`src/rtl/ptw_pkg.sv`:
```
// Shared types and PTE helpers for the two-level page table walker.
package ptw_pkg;

   typedef enum logic [2:0] {
      PTW_IDLE    = 3'd0,
      PTW_L1_REQ  = 3'd1,
      PTW_L1_WAIT = 3'd2,
      PTW_L0_REQ  = 3'd3,
      PTW_L0_WAIT = 3'd4,
      PTW_RESP    = 3'd5
   } ptw_state_e;

   typedef struct packed {
      logic [19:0] ppn;
      logic [8:0]  rsvd;
      logic        t;
      logic        w;
      logic        r;
   } pte_t;

   localparam int PTE_T_BIT = 2;
   localparam int PTE_W_BIT = 1;
   localparam int PTE_R_BIT = 0;

   function automatic logic pte_is_leaf(input logic t, input logic w, input logic r);
      return (r | w) & ~t;
   endfunction

   function automatic logic pte_is_ptr(input logic t, input logic w, input logic r);
      return t & ~r & ~w;
   endfunction

endpackage

```
`src/rtl/page_table_walker_if.sv`:
```
// TLB-side and memory-side handshake bundle; suffixes are from the walker's view.
// valid/ready: a transfer happens on a cycle where both are high; the sender holds
// its payload and valid stable until that cycle.
interface page_table_walker_if;
   logic        ptw_req_valid_i;
   logic        ptw_req_ready_o;
   logic [31:0] ptw_vaddr_i;
   logic        ptw_resp_valid_o;
   logic        ptw_resp_ready_i;
   logic [31:0] ptw_pte_o;
   logic        mem_req_valid_o;
   logic        mem_req_ready_i;
   logic [31:0] mem_addr_o;
   logic        mem_resp_valid_i;
   logic        mem_resp_ready_o;
   logic [31:0] mem_resp_data_i;

   modport master (
      input  ptw_req_valid_i, ptw_vaddr_i, ptw_resp_ready_i,
             mem_req_ready_i, mem_resp_valid_i, mem_resp_data_i,
      output ptw_req_ready_o, ptw_resp_valid_o, ptw_pte_o,
             mem_req_valid_o, mem_addr_o, mem_resp_ready_o
   );

   modport slave (
      output ptw_req_valid_i, ptw_vaddr_i, ptw_resp_ready_i,
             mem_req_ready_i, mem_resp_valid_i, mem_resp_data_i,
      input  ptw_req_ready_o, ptw_resp_valid_o, ptw_pte_o,
             mem_req_valid_o, mem_addr_o, mem_resp_ready_o
   );
endinterface

```
`src/rtl/sat_counter.sv`:
```
// Saturating up-counter with synchronous clear; sticks at all-ones.
module sat_counter #(
   parameter int W = 16
) (
   input  logic         clk,
   input  logic         i_clear,
   input  logic         i_inc,
   output logic [W-1:0] o_count
);

   logic [W-1:0] r_count;

   always_ff @(posedge clk) begin
      if (i_clear)
         r_count <= '0;
      else if (i_inc && (r_count != {W{1'b1}}))
         r_count <= r_count + 1'b1;
   end

   assign o_count = r_count;

endmodule

```
`src/rtl/page_table_walker.sv`:
```
// Two-level page table walker: one outstanding memory read, one PTE result per TLB miss.
module page_table_walker
   import ptw_pkg::*;
#(
   parameter int CNT_W = 16
) (
   input  logic             clk,
   input  logic             rst,
   page_table_walker_if.master bus,
   input  logic [19:0]      satp_ppn_i,
   output logic [CNT_W-1:0] walk_count_o,
   output logic [CNT_W-1:0] fault_count_o,
   output logic [2:0]       dbg_state_o
);

   localparam logic [2:0] S_IDLE    = PTW_IDLE;
   localparam logic [2:0] S_L1_REQ  = PTW_L1_REQ;
   localparam logic [2:0] S_L1_WAIT = PTW_L1_WAIT;
   localparam logic [2:0] S_L0_REQ  = PTW_L0_REQ;
   localparam logic [2:0] S_L0_WAIT = PTW_L0_WAIT;
   localparam logic [2:0] S_RESP    = PTW_RESP;

   logic [2:0]  r_state;
   logic [9:0]  r_vpn1;
   logic [9:0]  r_vpn0;
   logic [31:0] r_mem_addr;
   logic [31:0] r_pte;
   logic        r_fault;

   pte_t w_pte;
   logic w_leaf;
   logic w_ptr;
   logic w_walk_inc;
   logic w_fault_inc;
   logic w_unused_offset;

   assign w_pte           = bus.mem_resp_data_i;
   assign w_leaf          = pte_is_leaf(w_pte.t, w_pte.w, w_pte.r);
   assign w_ptr           = pte_is_ptr(w_pte.t, w_pte.w, w_pte.r);
   assign w_unused_offset = ^bus.ptw_vaddr_i[11:0];

   // The root address is formed at accept, which is what latching satp amounts to.
   always_ff @(posedge clk) begin
      if (rst) begin
         r_state    <= S_IDLE;
         r_vpn1     <= '0;
         r_vpn0     <= '0;
         r_mem_addr <= '0;
         r_pte      <= '0;
         r_fault    <= 1'b0;
      end else begin
         case (r_state)
            S_IDLE: if (bus.ptw_req_valid_i) begin
               r_vpn1     <= bus.ptw_vaddr_i[31:22];
               r_vpn0     <= bus.ptw_vaddr_i[21:12];
               r_mem_addr <= {satp_ppn_i, 12'h000} + {20'h0, bus.ptw_vaddr_i[31:22], 2'b00};
               r_fault    <= 1'b0;
               r_state    <= S_L1_REQ;
            end
            S_L1_REQ: if (bus.mem_req_ready_i) r_state <= S_L1_WAIT;
            S_L1_WAIT: if (bus.mem_resp_valid_i) begin
               if (w_ptr) begin
                  r_mem_addr <= {w_pte.ppn, 12'h000} + {20'h0, r_vpn0, 2'b00};
                  r_state    <= S_L0_REQ;
               end else if (w_leaf && (w_pte.ppn[9:0] == 10'h0)) begin
                  r_pte   <= {w_pte.ppn[19:10], r_vpn0, w_pte.rsvd, w_pte.t, w_pte.w, w_pte.r};
                  r_state <= S_RESP;
               end else begin
                  r_pte   <= '0;
                  r_fault <= 1'b1;
                  r_state <= S_RESP;
               end
            end
            S_L0_REQ: if (bus.mem_req_ready_i) r_state <= S_L0_WAIT;
            S_L0_WAIT: if (bus.mem_resp_valid_i) begin
               r_pte   <= w_leaf ? w_pte : 32'h0;
               r_fault <= ~w_leaf;
               r_state <= S_RESP;
            end
            S_RESP: if (bus.ptw_resp_ready_i) r_state <= S_IDLE;
            default: r_state <= S_IDLE;
         endcase
      end
   end

   assign w_walk_inc  = (r_state == S_RESP) & bus.ptw_resp_ready_i;
   assign w_fault_inc = w_walk_inc & r_fault;

   sat_counter #(.W(CNT_W)) u_walk_cnt (
      .clk    (clk),
      .i_clear(rst),
      .i_inc  (w_walk_inc),
      .o_count(walk_count_o)
   );

   sat_counter #(.W(CNT_W)) u_fault_cnt (
      .clk    (clk),
      .i_clear(rst),
      .i_inc  (w_fault_inc),
      .o_count(fault_count_o)
   );

   assign bus.ptw_req_ready_o  = (r_state == S_IDLE);
   assign bus.ptw_resp_valid_o = (r_state == S_RESP);
   assign bus.ptw_pte_o        = r_pte;
   assign bus.mem_req_valid_o  = (r_state == S_L1_REQ) || (r_state == S_L0_REQ);
   assign bus.mem_addr_o       = r_mem_addr;
   assign bus.mem_resp_ready_o = (r_state == S_L1_WAIT) || (r_state == S_L0_WAIT);
   assign dbg_state_o          = r_state;

endmodule

```
`src/flat_wrapper.sv`:
```
// flat-port wrapper written by rule: the top's interface ports become plain ports
module page_table_walker_flat import ptw_pkg::*;
#(
   parameter int CNT_W = 16
)
  (clk, rst, satp_ppn_i, walk_count_o, fault_count_o, dbg_state_o, bus_ptw_req_valid_i, bus_ptw_vaddr_i, bus_ptw_resp_ready_i, bus_mem_req_ready_i, bus_mem_resp_valid_i, bus_mem_resp_data_i, bus_ptw_req_ready_o, bus_ptw_resp_valid_o, bus_ptw_pte_o, bus_mem_req_valid_o, bus_mem_addr_o, bus_mem_resp_ready_o);
  page_table_walker_if bus_i ();
  input  logic clk;
  input  logic rst;
  input  logic [19:0] satp_ppn_i;
  output logic [CNT_W-1:0] walk_count_o;
  output logic [CNT_W-1:0] fault_count_o;
  output logic [2:0] dbg_state_o;
  input wire logic [$bits(bus_i.ptw_req_valid_i)-1:0] bus_ptw_req_valid_i;
  input wire logic [$bits(bus_i.ptw_vaddr_i)-1:0] bus_ptw_vaddr_i;
  input wire logic [$bits(bus_i.ptw_resp_ready_i)-1:0] bus_ptw_resp_ready_i;
  input wire logic [$bits(bus_i.mem_req_ready_i)-1:0] bus_mem_req_ready_i;
  input wire logic [$bits(bus_i.mem_resp_valid_i)-1:0] bus_mem_resp_valid_i;
  input wire logic [$bits(bus_i.mem_resp_data_i)-1:0] bus_mem_resp_data_i;
  output wire logic [$bits(bus_i.ptw_req_ready_o)-1:0] bus_ptw_req_ready_o;
  output wire logic [$bits(bus_i.ptw_resp_valid_o)-1:0] bus_ptw_resp_valid_o;
  output wire logic [$bits(bus_i.ptw_pte_o)-1:0] bus_ptw_pte_o;
  output wire logic [$bits(bus_i.mem_req_valid_o)-1:0] bus_mem_req_valid_o;
  output wire logic [$bits(bus_i.mem_addr_o)-1:0] bus_mem_addr_o;
  output wire logic [$bits(bus_i.mem_resp_ready_o)-1:0] bus_mem_resp_ready_o;
  assign bus_i.ptw_req_valid_i = bus_ptw_req_valid_i;
  assign bus_i.ptw_vaddr_i = bus_ptw_vaddr_i;
  assign bus_i.ptw_resp_ready_i = bus_ptw_resp_ready_i;
  assign bus_i.mem_req_ready_i = bus_mem_req_ready_i;
  assign bus_i.mem_resp_valid_i = bus_mem_resp_valid_i;
  assign bus_i.mem_resp_data_i = bus_mem_resp_data_i;
  assign bus_ptw_req_ready_o = bus_i.ptw_req_ready_o;
  assign bus_ptw_resp_valid_o = bus_i.ptw_resp_valid_o;
  assign bus_ptw_pte_o = bus_i.ptw_pte_o;
  assign bus_mem_req_valid_o = bus_i.mem_req_valid_o;
  assign bus_mem_addr_o = bus_i.mem_addr_o;
  assign bus_mem_resp_ready_o = bus_i.mem_resp_ready_o;
  page_table_walker #(.CNT_W(CNT_W)) u_core (.clk(clk), .rst(rst), .bus(bus_i), .satp_ppn_i(satp_ppn_i), .walk_count_o(walk_count_o), .fault_count_o(fault_count_o), .dbg_state_o(dbg_state_o));
endmodule
```
`config.mk`:
```
export PLATFORM = sky130hd
export DESIGN_NAME = page_table_walker_flat
export DESIGN_NICKNAME = d
export VERILOG_FILES = /design/src/rtl/ptw_pkg.sv /design/src/rtl/page_table_walker_if.sv /design/src/rtl/sat_counter.sv /design/src/rtl/page_table_walker.sv /design/src/flat_wrapper.sv
export SDC_FILE = /design/constraint.sdc
export NUM_CORES = 1
export LEC_CHECK = 0
export CAP_MARGIN = 15
export CORE_MARGIN = 3
export CORE_UTILIZATION = 48
export CTS_CLUSTER_SIZE = 28
export DETAILED_ROUTE_END_ITERATION = 8
export PLACE_DENSITY = 0.86
export SLEW_MARGIN = 25
export SYNTH_ARGS = -nofsm -noshare
export SYNTH_HDL_FRONTEND = slang
export SYNTH_HIERARCHICAL = 1
export SYNTH_SLANG_ARGS = --single-unit
```
`constraint.sdc`:
```
create_clock -name clk -period 3.88 [get_ports clk]
set_input_delay 0.776 -clock clk [delete_from_list [all_inputs] [get_ports clk]]
set_output_delay 0.776 -clock clk [all_outputs]
set_load 0.05 [all_outputs]
```
Yosys cells after proc, flatten, opt, wreduce, memory -nomap -nowiden
Cells that the tools add are included.

word-level totals
  input bits = 90
  logic and storage cells = 76
  output and inout port bits = 103
  bits in registers = 110

operators by class
  reduce and logical (&&, ||, !) cells = 15
  muxes and demuxes = 24
  add/subtract/negate cells = 4
  bitwise operators = 10
  equality and inequality tests = 16

operator list
  kind                     number
  $mux W32                 8
  $pmux W32 S2             2
  $add A32 B12 Y32         2
  $add A16 B1 Y16 const B  2
  $ne A16 B16 Y1 const B   2
  $mux W3                  7
  $pmux W3 S6              1
  $ne A2 B2 Y1 const B     8
  $reduce_and A6 Y1        2
  $logic_not A10 Y1        1
  $reduce_and A4 Y1        2
  $eq A3 B2 Y1 const B     2
  $eq A3 B3 Y1 const B     2
  $and A1 B1 Y1            5
  $mux W1                  5
  $not A1 Y1               4
  $reduce_bool A2 Y1       2
  $eq A3 B1 Y1 const B     1
  $logic_and A1 B1 Y1      3
  $logic_not A3 Y1         1
  $pmux W1 S3              1
  $reduce_bool A3 Y1       1
  $logic_or A1 B1 Y1       2
  $ne A2 B1 Y1 const B     1
  2 further kinds          2

Logic depth before layout (Yosys ltp)
Gate-level depths: netlist of the first run.

  depth after elaboration = 7
  gate-level depth with buffers = 8
  depth with buffers taken out = 7

Hierarchy
The synthesis of the first run kept the hierarchy.

by module, submodules not included
  module             times used  cells each  area each (um^2)  seq. area each (um^2)
  page_table_walker  1           354         3359.5            1521.5
  sat_counter        2           99          848.3             320.3

Least setup slack after synthesis of the first run
OpenSTA, ideal clock, no wires.

  kind = register to output
  from = register u_core.r_state[0], in the netlist u_core/dbg_state_o[0]
  to = output bus_mem_req_valid_o
  required time = 3.104 ns
  slack = 1.216 ns
  buffers on the path = 2
  stages on the path, launching flop included = 4
  data arrival time = 1.888 ns
  path through = dfxtp_1 buf_2 clkbuf_1 nor2b_1

between the ends
  longest elaborated chain between the ends = 2
  elaborated cells on any way between the ends = 3
  those cells by class = eq/ne: 2; reduce/logical: 1

RTL lines
  what                                          line                      RTL
  start: declaration                            page_table_walker.sv:23   logic [2:0] r_state;
  start signal: assignment                      page_table_walker.sv:45   r_state <= S_IDLE;
  start signal: assignment                      page_table_walker.sv:58   r_state <= S_L1_REQ;
  start signal: assignment                      page_table_walker.sv:60   S_L1_REQ: if (bus.mem_req_ready_i) r_state <= S_L1_WAIT;
  $eq A3 B1 Y1 or $eq A3 B2 Y1 (tied branches)  page_table_walker.sv:106  assign bus.mem_req_valid_o = (r_state == S_L1_REQ) || (r_state == S_L0_REQ);
  $logic_or A1 B1 Y1 (*)                        page_table_walker.sv:106
  end: declaration                              flat_wrapper.sv:23        output wire logic [$bits(bus_i.mem_req_valid_o)-1:0] bus_mem_req_valid_o;

Every way passes the cells marked *; elsewhere a longest branch is shown, timed or not.

Worst setup path after layout of the first run
  from = register u_core.r_state[2], in the netlist u_core/dbg_state_o[2]
  to = output bus_ptw_resp_valid_o

between the ends
  longest elaborated chain between the ends = 1

RTL lines
  what              line                      RTL
  $eq A3 B3 Y1      page_table_walker.sv:104  assign bus.ptw_resp_valid_o = (r_state == S_RESP);
  end: declaration  flat_wrapper.sv:21        output wire logic [$bits(bus_i.ptw_resp_valid_o)-1:0] bus_ptw_resp_valid_o;

No other way between the ends.

==> impl_metrics.csv, run 1 <==
group,metric,value,unit
run_status,status,"finished, final reports clean",
drt,vias_per_cell,5.87,
floorplan,core_region_area,10000,um^2
placed_design,dpl_worst_slack,0.888,ns
sta,hold_viol,0,
clocking,cts_buffers,9,
final_layout,final_cell_area,7090,um^2
worst_hold_path,holdCritPathClass,"reg2reg",
sta,slew_violations,0,
final_layout,final_common_cell,"clkdlybuf4s50_1",
clocking,htreeDepth,3,
power_and_ir_drop,seqPwrFrac,47.8,%
critical_path,crit_chain,"nor2b_1 > and2_1 > clkdlybuf4s50_1",
critical_path,crit_path_max_incr_delay,0.83,ns
sta,tightest_slew,0.946,ns
power_and_ir_drop,swShare,32.3,%
critical_path,reg2regPathDepth,6,
clocking,clk_pin_slew,0.10,ns
drt,drt-initial-drc-count,281,
critical_path,cp-start-kind,"flop",
clocking,numClockSinks,108,
critical_path,cp_slowest_cell,"clkdlybuf4s50_1",
final_layout,diodes,0,
clocking,cts_setup_buffers,0,
placed_design,io_buffers,178,
placed_design,dp_hpwl,11100,um
final_layout,final_cell_mix,"177 x clkdlybuf4s50_1, 108 x dfxtp_1, 64 x a21oi_1, 39 x nand2_1, 32 x mux2i_1",
sta,fin_crit_sh,81.5,%
drt,wl,15000,um
clocking,worstSkewPairLatency,0.37,ns
logic_synthesis,ys_seq_area_share,42.8,%
placed_design,gp_congestion,0.904,
drt,detail-route-antenna-nets,0,
run,cap_violations,0,
sta,min_period,3.16,ns
critical_path,r2r-start,"u_core/dbg_state_o[2]",
global_routing,globalRouteTotalUtil,25.5,%
power_and_ir_drop,power.leakage,2.33,nW
floorplan,fp-row-count,36,
logic_synthesis,synth_area,5060,um^2
logic_synthesis,async_reset_ff_share,0,%
final_layout,fill_cells,788,
floorplan,start_util,50.6,%
sta,setup_ws,0.716,ns
final_layout,final_cells,846,
floorplan,die_x,109,um
sta,skew,0.0126,ns
clocking,ctsHoldBuffers,0,
global_routing,overflow,0,
power_and_ir_drop,power_frac_comb,24.9,%
critical_path,ff2ff_setup_slack,1.12,ns
floorplan,pin_count,193,
final_layout,regArea,2160,um^2
critical_path,r2r_end,"u_core/u_fault_cnt/o_count[11]",
final_layout,drive_above_1_share,6.03,%
final_layout,nets,800,
worst_hold_path,hold_end,"u_core/bus.ptw_pte_o[2]",
logic_synthesis,yosys_register_bits,108,
logic_synthesis,synth_edf_count,0,
drt,routed-via-count,4966,
worst_hold_path,min_path_cells,1,
logic_synthesis,synth.distinct_cells,56,
floorplan,fp.dieArea,11800,um^2
final_layout,area_delta_synth_final,40.3,%
global_routing,grt_max_degree,54,
power_and_ir_drop,switchingPower,0.821,mW
sta,hold_ws,0.479,ns
critical_path,end_kind,"output port",
logic_synthesis,ys.flop_type,"dfxtp_1",
worst_hold_path,min_from,"u_core/bus.ptw_pte_o[2]",
critical_path,required,3.10,ns
logic_synthesis,syn_area_per_cell,9.16,um^2
clocking,clock_path_buffers,2,
floorplan,fp.dieH,109,um
sta,setup_tns,0,ns
logic_synthesis,syn_inst,552,
placed_design,dp_cells,830,
critical_path,critical_path_arrival,2.39,ns
sta,max_freq,316,MHz
global_routing,grt_pass1_wl,24100,um
power_and_ir_drop,internal_power,1.72,mW
global_routing,grt_pass1_vias,4854,
critical_path,worstSetupStartpoint,"u_core/dbg_state_o[2]",
drt,first_pass_iters,5,
logic_synthesis,yosysWarnings,6,
sta,setup_viol,0,
power_and_ir_drop,clock_power_share,27.3,%
clocking,cts_root_buf,"clkbuf_8",
final_layout,multi_input_area,2680,um^2
placed_design,placed_cell_area,6890,um^2
critical_path,crit_type,"reg2out",
drt,wl_per_cell,17.7,um
global_routing,antenna_found_initial,0,
power_and_ir_drop,ir_drop,0.000258,V
sta,slew_headroom,36.9,%
clocking,cts_tree,"done",
critical_path,cp_max_fo,15,
drt,drcViolationCount,0,
power_and_ir_drop,power.density,358,nW/um^2
clocking,cts_resized,0,
sta,rsz0062_at_grt,"no",
-- layer usage --
metal | part of all wire, % | wire (um) | track usage, %
met1 | 41 | 6120 | 31.4
met2 | 51 | 7720 | 45.3
met3 | 6.8 | 1020 | 5.39
met4 | 1.1 | 159 | 6.40
met5 | 0 | 0 | 0
-- state kept, by name (all words and copies together) (netlist names) --
register,cells
u_core/bus.mem_addr_o,30
u_core/bus.ptw_pte_o,32
u_core/r_fault,1
u_core/u_walk_cnt/o_count,16
u_core/r_vpn0,10
u_core/dbg_state_o,3
u_core/u_fault_cnt/o_count,16
-- worst max-delay path: cells and delay by family (launching register included) --
kind                   cells  cell delay, ns
buffers and inverters      1            0.83
DFF                        1            0.68
and+or+nand+nor            2            0.52
-- cell type report --
class                   count  share of cell area, %
clock buffers              10                   1.80
clock inverters             6                   1.02
multi-input cells         396                   37.8
inverters                   8                  0.423
repair buffers            185                   26.1
well taps                 133                   2.35
flip-flops and latches    108                   30.5
-- synthesized netlist by cell type (2+ instances only) --
library cell  number  share of area, %
a211oi_1          31               4.6
nand2_1           39               2.9
nor2_1            27               2.0
o31ai_1           12               1.8
nor4bb_1           2              0.40
a311oi_1          11               1.9
nand3b_1           3              0.45
and4_1             6               1.0
buf_2             14               1.4
nor2b_1            9               1.1
o21ai_0           10              0.99
a32o_1             2              0.40
nand4_4            2              0.84
buf_1              3              0.22
and3_1             3              0.37
mux2i_1           32               6.3
or4_1             14               2.1
nand3_1           22               2.2
a22o_1            20               3.5
a21o_1             3              0.45
o21a_1             2              0.30
inv_1              8              0.59
a21oi_1           64               6.3
o311ai_0           2              0.35
nor3_1            11               1.1
o21bai_1           2              0.30
or3b_1            10               1.7
o41ai_1            2              0.35
nand2b_1           2              0.25
nand4_1            8              0.99
dfxtp_1          108                43
ha_1               2              0.49
nor3b_2            2              0.49
nand2_2            2              0.25
xnor2_1            5              0.87
nor4_1             5              0.62
nor4_4             3               1.3
or3_1              7              0.87
mux2_2             2              0.45
buf_4              6              0.89
and2_1             4              0.49
clkbuf_1          16               1.2
-- through the flow --
stage          utilization (%)  power, mW
2_1_floorplan                -       1.61
3_3_place_gp              68.9       1.86
3_5_place_dp              68.9       1.87
4_1_cts                   70.9       2.56
5_1_grt                   70.9       2.64
6_report                  70.9       2.54
-- worst max path at each step --
| stage | cells past startpoint | slack, ns | endpoint |
|---|---|---|---|
| 6_report | 3 | 0.72 | bus_ptw_resp_valid_o |
| 2_1_floorplan | 3 | 1.22 | bus_mem_req_valid_o |
| 4_1_cts | 3 | 0.71 | bus_ptw_resp_valid_o |
| 3_3_place_gp | 6 | 0.91 | u_core/u_fault_cnt/o_count[11] |
| 5_1_grt | 3 | 0.58 | bus_ptw_resp_valid_o |
| 3_5_place_dp | 6 | 0.89 | u_core/u_fault_cnt/o_count[11] |
-- power groups by stage --
stage | logic [mW] | registers [mW] | clock network, mW
floorplan | 0.231 | 1.38 | 0
global placement | 0.619 | 1.24 | 0
detailed placement | 0.633 | 1.24 | 0
CTS | 0.634 | 1.21 | 0.710
global route | 0.671 | 1.22 | 0.751
finish | 0.632 | 1.21 | 0.694
-- kinds of logic after synthesis --
kind of cell	Yosys count	share of synthesized area, %
simple gates	187	22.5
compound gates	165	21.8
flops	108	42.8
buf+inv	49	4.53
mux	34	6.78
xor+xnor	6	1.04
fa+ha+maj	2	0.495
other cells	1	0.0742
Note: power is estimated with default switching activity, not from simulation.
==> run 2, diff against run 1 <==
--- a/config.mk
+++ b/config.mk
@@ -7,10 +7,10 @@
 export LEC_CHECK = 0
 export CAP_MARGIN = 15
 export CORE_MARGIN = 3
-export CORE_UTILIZATION = 48
+export CORE_UTILIZATION = 44
 export CTS_CLUSTER_SIZE = 28
 export DETAILED_ROUTE_END_ITERATION = 8
-export PLACE_DENSITY = 0.86
+export PLACE_DENSITY = 0.8
 export SLEW_MARGIN = 25
 export SYNTH_ARGS = -nofsm -noshare
 export SYNTH_HDL_FRONTEND = slang
==> constraint.sdc (replaced) <==
create_clock -name clk -period 2.99 [get_ports clk]
set_input_delay 0.598 -clock clk [delete_from_list [all_inputs] [get_ports clk]]
set_output_delay 0.598 -clock clk [all_outputs]
set_load 0.05 [all_outputs]
==> run 2 against run 1 <==
Clock skew is 0.0040 ns lower. Register-to-register slack got worse by 0.56 ns. Worst setup slack lost 0.51 ns. Combinational power up 30%. Global-route usage is 2.5 points lower. Sequential share of layout area down 0.70 points. Core utilization decreased by 5.1 points. Non-clock buffer count grew 7.
==> impl_metrics.csv, run 2 (synthesized netlist as in run 1, its figures left out) <==
group,metric,value,unit
run_status,status,"finished, final reports clean",
final_layout,fill_cells,890,
critical_path,critical_path_arrival,2.18,ns
clocking,numClockSinks,108,
floorplan,fp-row-count,38,
drt,wl,15100,um
final_layout,final_cell_mix,"177 x clkdlybuf4s50_1, 108 x dfxtp_1, 64 x a21oi_1, 39 x nand2_1, 32 x mux2i_1",
placed_design,placed_cell_area,6930,um^2
floorplan,fp.dieArea,12800,um^2
worst_hold_path,holdCritPathClass,"reg2reg",
clocking,cts_setup_buffers,0,
sta,slew_headroom,45.3,%
clocking,cts_root_buf,"clkbuf_16",
sta,setup_tns,0,ns
drt,drt-initial-drc-count,337,
final_layout,largest_reg_flops,32,
sta,hold_viol,0,
drt,routed-wl-met3,984,um
drt,vias_per_cell,5.80,
clocking,clock_path_buffers,2,
drt,top_layer,"met4",
critical_path,cp-start-kind,"flop",
drt,first_pass_iters,5,
floorplan,start_util,45.8,%
placed_design,dp_cells,844,
power_and_ir_drop,ir_drop,0.000293,V
sta,hold_ws,0.477,ns
drt,wl_met1,6390,um
placed_design,dp_hpwl,11100,um
sta,setup_ws,0.211,ns
final_layout,post-route-util,65.8,%
sta,tightest_slew,0.815,ns
global_routing,grt_pass1_wl,24300,um
final_layout,regArea,2160,um^2
run,cap_violations,0,
final_layout,multi_input_area,2680,um^2
critical_path,crit_chain,"or2_2 > nor2_1 > clkdlybuf4s50_1",
critical_path,required,2.39,ns
critical_path,crit_path_max_incr_delay,0.83,ns
clocking,ctsHoldBuffers,0,
critical_path,cp_slowest_cell,"clkdlybuf4s50_1",
placed_design,io_buffers,178,
sta,rsz0062_at_grt,"no",
clocking,cts_resized,0,
clocking,worstSkewPairLatency,0.34,ns
sta,skew,0.00859,ns
floorplan,fp.dieH,113,um
sta,max_freq,360,MHz
drt,wl_met2,7400,um
global_routing,overflow,0,
global_routing,globalRouteTotalUtil,23.0,%
sta,fin_crit_sh,93.0,%
final_layout,final_common_cell,"clkdlybuf4s50_1",
final_layout,area_delta_synth_final,43.6,%
critical_path,critPathBufInv,1,
placed_design,dpl_worst_slack,0.298,ns
drt,drcViolationCount,0,
global_routing,grt_pass1_vias,4841,
power_and_ir_drop,p_total,3.68,mW
critical_path,cp_max_fo,19,
sta,setup_viol,0,
floorplan,die_x,113,um
clocking,cts_tree,"done",
global_routing,antenna_found_initial,0,
drt,routed-via-count,4996,
power_and_ir_drop,power.density,507,nW/um^2
final_layout,final_cells,861,
critical_path,path_delay_family,"buffers and inverters",
clocking,clk_pin_slew,0.07,ns
sta,min_period,2.78,ns
critical_path,crit_type,"reg2out",
drt,wl_per_cell,17.5,um
final_layout,final_cell_area,7260,um^2
placed_design,gp_congestion,0.868,
clocking,cts_buffers,9,
sta,slew_violations,0,
final_layout,nets,807,
final_layout,drive_above_1_share,6.94,%
critical_path,end_kind,"output port",
drt,detail-route-antenna-nets,0,
power_and_ir_drop,power.leakage,2.42,nW
floorplan,pin_count,193,
global_routing,grt_max_degree,37,
clocking,htreeDepth,3,
floorplan,core_region_area,11000,um^2
[run 2: power breakdown]
group          leakage (nW)  switching (mW)  total (mW)  internal (mW)
clock network         0.156           0.525        1.29          0.761
logic                  1.39           0.499       0.819          0.320
registers             0.879          0.0604        1.57           1.51
[run 2: routing by layer]
metal  vias up  GRT usage [%]
li1       2419              -
met1      2366           29.8
met2       185           38.3
met3        26           5.56
met4         0           6.41
met5         -              0
[run 2: worst paths after layout]
kind	to	slack (ns)	cells past startpoint	from
max	bus_ptw_req_ready_o	0.21	3	u_core/dbg_state_o[0]
min	u_core/bus.ptw_pte_o[2]	0.48	1	u_core/bus.ptw_pte_o[2]
min reg2reg	u_core/bus.ptw_pte_o[2]	0.48	1	u_core/bus.ptw_pte_o[2]
max reg2reg	u_core/u_fault_cnt/o_count[11]	0.56	5	u_core/dbg_state_o[0]
[run 2: area by class of cell]
type,instances,share of cell area (%)
tap,140,2.41
timing repair buffer,192,25.9
multi-input combinational,396,36.9
inverter,8,0.414
sequential,108,29.8
clock buffer,11,3.34
antenna,1,0.0345
clock inverter,5,1.17
